--- src/rtl/mux_varredura.sv ---
// rtl/mux_varredura.sv - registered channel mux with manual select and masked round-robin scan
module mux_varredura #(
  parameter int W     = 8,
  parameter int N     = 4,
  parameter int DWELL = 4,
  localparam int SW   = (N > 2) ? $clog2(N) : 1
) (
  input  logic           clk,
  input  logic           rst_n,
  input  logic [N*W-1:0] d,
  input  logic [SW-1:0]  sel,
  input  logic           mode,
  input  logic [N-1:0]   mask,
  input  logic           en,
  output logic [W-1:0]   y,
  output logic [SW-1:0]  ch,
  output logic           wrap,
  output logic           err
);

  localparam int CW = (DWELL > 1) ? $clog2(DWELL) : 1;

  logic [W-1:0]  y_q, y_d;
  logic [SW-1:0] ch_q, ch_d;
  logic [CW-1:0] cnt_q, cnt_d;
  logic          wrap_q, wrap_d;
  logic          err_q, err_d;

  logic [SW-1:0]  nxt_ch;
  logic           cur_elig;
  logic [W-1:0]   cur_data;
  logic [W-1:0]   sel_data;
  logic           sel_ok;
  logic           dwell_done;

  // Next eligible channel strictly after ch_q, wrapping; falls back to ch_q itself
  // when it is the only eligible one (single-channel scan).
  always_comb begin
    logic           found;
    int             idx;
    logic [N-1:0]   msh;
    nxt_ch = ch_q;
    found  = 1'b0;
    idx    = 0;
    msh    = '0;
    for (int i = 1; i <= N; i++) begin
      idx = int'(ch_q) + i;
      if (idx >= N) idx = idx - N;
      msh = mask >> idx;
      if (!found && msh[0]) begin
        nxt_ch = SW'(idx);
        found  = 1'b1;
      end
    end
  end

  // Data and eligibility lookups for the current channel and the manual select.
  always_comb begin
    logic [N*W-1:0] dsh_cur;
    logic [N*W-1:0] dsh_sel;
    logic [N-1:0]   msh_cur;
    logic [31:0]    sel_ext;
    sel_ext    = 32'(sel);
    sel_ok     = (sel_ext < 32'(N));
    dsh_cur    = d >> (int'(ch_q) * W);
    dsh_sel    = d >> (int'(sel) * W);
    msh_cur    = mask >> ch_q;
    cur_data   = dsh_cur[W-1:0];
    sel_data   = dsh_sel[W-1:0];
    cur_elig   = msh_cur[0];
    dwell_done = (cnt_q == CW'(DWELL - 1));
  end

  // Next-state decision: freeze, manual select, or one scan step.
  always_comb begin
    y_d    = y_q;
    ch_d   = ch_q;
    cnt_d  = cnt_q;
    wrap_d = 1'b0;
    err_d  = 1'b0;
    if (en) begin
      if (!mode) begin
        cnt_d = '0;
        if (sel_ok) begin
          y_d  = sel_data;
          ch_d = sel;
        end else begin
          y_d   = '0;
          err_d = 1'b1;
        end
      end else if (mask == '0) begin
        y_d   = '0;
        cnt_d = '0;
      end else if (!cur_elig) begin
        // Channel lost eligibility mid-dwell: skip it at once, emit a zero sample.
        y_d    = '0;
        ch_d   = nxt_ch;
        cnt_d  = '0;
        wrap_d = (nxt_ch <= ch_q);
      end else begin
        y_d = cur_data;
        if (dwell_done) begin
          ch_d   = nxt_ch;
          cnt_d  = '0;
          wrap_d = (nxt_ch <= ch_q);
        end else begin
          cnt_d = cnt_q + CW'(1);
        end
      end
    end
  end

  // State and output registers with asynchronous clear.
  always_ff @(posedge clk or negedge rst_n) begin
    if (!rst_n) begin
      y_q    <= '0;
      ch_q   <= '0;
      cnt_q  <= '0;
      wrap_q <= 1'b0;
      err_q  <= 1'b0;
    end else begin
      y_q    <= y_d;
      ch_q   <= ch_d;
      cnt_q  <= cnt_d;
      wrap_q <= wrap_d;
      err_q  <= err_d;
    end
  end

  assign y    = y_q;
  assign ch   = ch_q;
  assign wrap = wrap_q;
  assign err  = err_q;

endmodule
--- config.mk ---
export PLATFORM = sky130hd
export DESIGN_NAME = mux_varredura
export DESIGN_NICKNAME = d
export VERILOG_FILES = /design/src/rtl/mux_varredura.sv
export SDC_FILE = /design/constraint.sdc
export NUM_CORES = 1
export LEC_CHECK = 0
export ABC_AREA = 1
export CAP_MARGIN = 10
export CORE_MARGIN = 3
export CORE_UTILIZATION = 42
export DETAILED_ROUTE_END_ITERATION = 16
export PLACE_DENSITY = 0.84
export SKIP_CTS_REPAIR_TIMING = 1
export SYNTH_ARGS = -nofsm -noshare
export SYNTH_HDL_FRONTEND = slang
export SYNTH_SLANG_ARGS = --single-unit
--- constraint.sdc ---
create_clock -name clk -period 2.9 [get_ports clk]
set_input_delay 0.435 -clock clk [delete_from_list [all_inputs] [get_ports clk]]
set_output_delay 0.435 -clock clk [all_outputs]
set_load 0.005 [all_outputs]
* Word-level counts from Yosys, hierarchy flattened
Cells that the tools add are included.
** Word-level totals
- Flip-flop bits (word level) :: 13
- Input port bits :: 42
- Output and inout bits :: 12
- Logic and storage cells :: 63
** Operators by class
- Add/subtract/negate cells :: 9
- Magnitude comparators :: 5
- Equal/unequal tests :: 3
- Shift-type cells :: 7
- Muxes and demuxes :: 27
- Reductions and logical operators :: 8
** Operators with widths (number)
- 2-to-1 mux 32 bit :: 4
- right shift 4 x 32 -> 1 bit :: 4
- right shift 32 x 5 -> 8 bit :: 2
- 2-to-1 mux 2 bit :: 12
- 2-to-1 mux 8 bit :: 3
- subtractor 3 x 3 -> 4 bit (second input constant) :: 3
- >= comparator 3 bit (second input constant) :: 3
- 2-to-1 mux 1 bit :: 8
- adder 2 x 2 -> 3 bit (second input constant) :: 2
- subtractor 4 x 3 -> 5 bit (second input constant) :: 1
- adder 2 x 3 -> 4 bit (second input constant) :: 1
- >= comparator 4 x 3 -> 1 bit (second input constant) :: 1
- zero test 4 bit :: 1
- right shift 4 x 2 -> 1 bit :: 1
- adder 2 x 1 -> 3 bit (second input constant) :: 1
- logical AND 1 bit :: 3
- zero test 1 bit :: 3
- inequality test 3 x 2 -> 1 bit (second input constant) :: 1
- AND reduction 3 bit :: 1
- adder 2 x 1 -> 2 bit (second input constant) :: 1
- equality test 2 bit (second input constant) :: 1
- less-or-equal comparator 2 bit :: 1
- inequality test 2 bit (second input constant) :: 1

* Depth between registers and ports, before layout
- Word-level depth :: 20
- Depth in mapped cells :: 17

* Least setup slack after synthesis
Ideal clock, no wire load.
- Path kind :: register to register
- Start :: reg ch_q[0], in the netlist ch[0]
- End :: reg wrap_q, in the netlist wrap
- Library setup time :: 63 ps
- Arrival :: 2158 ps
- Path slack :: 678 ps
- Stages on the path, launching flop included :: 17
- Buffers on the path :: 1
- Path through :: dfrtp_1 > inv_2 > buf_4 > ha_1 > inv_1 > nand3_1 > nand3_2 > nand2_1 > nor2_1 > nand2_1 > nand2_1 > ha_1 > inv_1 > nor2_1 > o21ai_0 > nand3_1 > inv_1
** On the way
- Word-level cells in the longest chain between the ends :: 20
- Elaborated cells on any way between the ends :: 40
- Those cells by class :: 8 x add/sub; 5 x order compare; 5 x shift; 16 x mux; 6 x reduce/logical
** RTL lines
- start: declaration :: RTL line 24 : logic [SW-1:0] ch_q, ch_d;
- start signal: assignment :: RTL line 123 : ch_q <= ch_d;
- adder 2 x 1 -> 3 bit :: RTL line 47 : idx = int'(ch_q) + i;
- subtractor 3 x 3 -> 4 bit / >= comparator 3 bit (equally long branches) :: RTL line 48 : if (idx >= N) idx = idx - N;
- 2-to-1 mux 32 bit :: RTL line 48
- right shift 4 x 32 -> 1 bit :: RTL line 49 : msh = mask >> idx;
- 2-to-1 mux 1 bit :: RTL line 50 : if (!found && msh[0]) begin
- zero test 1 bit :: RTL line 50
- logical AND 1 bit :: RTL line 50
- 2-to-1 mux 1 bit :: RTL line 50
- (+5 left out)
- 2-to-1 mux 2 bit :: RTL line 50
- less-or-equal comparator 2 bit :: RTL line 99, 105
- 2-to-1 mux 1 bit :: RTL line 102 : if (dwell_done) begin
- 2-to-1 mux 1 bit * :: RTL line 94 : end else if (!cur_elig) begin
- 2-to-1 mux 1 bit * :: RTL line 91 : end else if (mask == '0) begin
- 2-to-1 mux 1 bit * :: RTL line 82 : if (!mode) begin
- 2-to-1 mux 1 bit * :: RTL line 81 : if (en) begin
- named net wrap_d :: RTL line 26 : logic wrap_q, wrap_d;
- end signal: assignment :: RTL line 125 : wrap_q <= wrap_d;
- end: declaration :: RTL line 26
Mark *: on every way through the listed nets, which the timed path passes. The rest lies on a longest branch.
A chain may end at the register's enable or synchronous reset.

* Worst setup path in the final report
Ends and elaborated chain as after synthesis.

==> metrics.yaml <==
pwr:
  powerDensity_nw_per_um2: 775
  irDropWorstVdd_v: 0.000320
  p_total_mw: 1.62
  p_leak_nw: 0.958
floorplan:
  initial_core_util: 0.450
  fp.dieArea_sq_um: 4450
  core_area_sq_um: 3440
  die_y_um: 66.7
  num_io_pins: 54
  die_x_um: 66.7
  rows: 21
global_routing:
  grt_first_pass_wirelength_um: 6880
  gr-total-overflow: 0
  grt.total_usage: 0.198
  antenna_found_initial: 0
  grt_start_max_net_pins: 36
  grt_pass1_vias: 1493
layout:
  area_growth_pct: 35.2
  stdcell_count: 335
  mostFrequentLayoutCells: "52 x clkdlybuf4s50_1, 36 x nand2_1, 36 x o21ai_0"
  final_common_cell: "clkdlybuf4s50_1"
  multi_input_area_sq_um: 1010
  drive_gt1_frac: 0.107
  nets: 340
  fillers: 327
  seqCellArea_sq_um: 325
  diodes: 0
  fin_util: 0.608
synthesis:
  netlist_area_sq_um: 1550
  synth_edf_count: 0
  syn_nets: 295
  yosysWarningCount: 0
  ys_seq_area_frac: 0.210
  ys_ff_latch: 13
  yosysUniqueCellTypes: 25
  postSynthAreaPerCell_sq_um: 6.32
  synth-main-ff-cell: "dfrtp_1"
  async_flop_share: 1.00
  syn_inst: 245
setup_path:
  crit_required_ns: 3.09
  endpoint: "wrap"
  r2r_end: "wrap"
  r2r_start: "ch[0]"
  cp-end-kind: "flip-flop"
  critical_path_class: "flip-flop to flip-flop"
  start_kind: "flip-flop"
  reg2reg_depth: 15
  cp_max_fo: 15
  crit_path_start: "ch[0]"
  regToRegSetupSlack_ns: 0.71
  worstPathArrival_ns: 2.38
placed_design:
  place_hpwl_um: 3220
  gp_congestion: 0.920
  dpl.cell_count: 331
  port_buffers: 52
routing:
  wire_per_inst_um: 12.2
  ant_nets: 0
  routed_wl_um: 4100
  initialDrtViolationCount: 125
  firstDrtPassIters: 5
  vias: 1720
  vias_per_cell: 5.13
  drc: 0
clock_tree:
  cts_buffers: 3
  insertion_delay_ns: 0.25
  clockBufferDepth: 2
  h-tree-depth: 1
  numClockSinks: 13
  cts.clk_slew.worst_paths_ns: 0.05
  root_buffer: "clkbuf_8"
  cts_tree: "done"
min_path:
  hold_path_depth: 2
  hold_path_class: "flip-flop to flip-flop"
timing:
  layout_min_cycle_time_ns: 2.19
  slew_headroom: 0.616
  min_period_over_period: 0.754
  setup_viol: 0
  grt_setup_unrepaired: "no"
  setup_tns_ns: 0
  fin_skew_ns: 0.00365
  hold_viol: 0
  tightestPinTransition_ns: 0.574
  fmax_ghz: 0.457
  finalMaxSlewViolations: 0
run:
  max-cap-violations: 0
outcome:
  status: "finished clean"
-- cells by family after synthesis --
kind of cell | after synthesis | synth area share
AO/OA/AOI/OAI | 75 | 0.276
AND/OR/NAND/NOR | 106 | 0.312
other | 1 | 0.00242
buffers and inverters | 42 | 0.135
adder cells (fa/ha/maj) | 8 | 0.0647
flip-flops | 13 | 0.210
-- through the flow --
| stage | area [sq um] | setup slack (ns) | hold WS [ns] |
|---|---|---|---|
| after floorplan | 1550 | 0.678 | 0.139 |
| after global placement | 2050 | 0.695 | 0.493 |
| after detailed placement | 2050 | 0.667 | 0.499 |
| after CTS | 2090 | 0.697 | 0.513 |
| after global routing | 2090 | 0.512 | 0.538 |
| final | 2090 | 0.713 | 0.510 |
-- how the worst min path moves through the flow --
stage | startpoint | to | slack [ns]
floorplan | rst_n | ch[0] | 0.14
global placement | y[7] | y[7] | 0.49
detailed placement | y[7] | y[7] | 0.50
CTS | y[7] | y[7] | 0.51
global route | y[0] | y[0] | 0.54
finish | y[3] | y[3] | 0.51
-- power breakdown --
part	switching, mW	internal, mW
combinational	0.696	0.493
sequential	0.0306	0.241
clock	0.0651	0.0972
total	0.792	0.831
-- final cells by class --
cell class                 instances  share of cell area
clock buffer                       4              0.0215
inverter                          25              0.0448
multi-input combinational        190               0.484
sequential                        13               0.155
tap                               46              0.0275
timing repair buffer              57               0.267
-- cells in the mapped netlist, types with 2 or more instances --
cell,count,share of area
nand2_1,36,0.087
o21ai_0,36,0.12
nor2_1,33,0.080
inv_1,24,0.058
nand3_1,20,0.065
a21oi_1,16,0.052
dfrtp_1,13,0.21
a21oi_2,8,0.045
ha_1,8,0.065
nand2_2,8,0.032
o211ai_1,8,0.039
buf_2,7,0.023
o21ai_1,6,0.019
buf_6,4,0.029
nand3_2,4,0.026
buf_4,3,0.015
clkbuf_1,2,0.0049
nand4_1,2,0.0081
-- layer usage --
metal / part of all wire / GRT usage / wire (um) / up-vias
met2: 0.44 / 0.293 / 1800 / 68
met4: 0.021 / 0.0685 / 85 / 0
met1: 0.47 / 0.296 / 1930 / 741
met5: 0 / 0 / 0 / -
li1: - / - / - / 904
met3: 0.069 / 0.0152 / 283 / 7
-- sequential cells by signal, summed over array words and instances (netlist names) --
signal,count
y,8
wrap,1
ch,2
cnt_q,2
-- worst max-delay path, cell delays in order, from the launching register on --
cell	delay (ns)
dfrtp_1	0.38
inv_2	0.24
ha_1	0.34
inv_1	0.11
nand3_1	0.10
nand3_2	0.09
nand2_1	0.06
nor2_1	0.08
nand2_1	0.07
nand2_1	0.06
ha_1	0.23
inv_1	0.06
nor2_1	0.03
o21ai_0	0.13
nand3_1	0.10
inv_1	0.05
(Power assumes the default switching activity.)
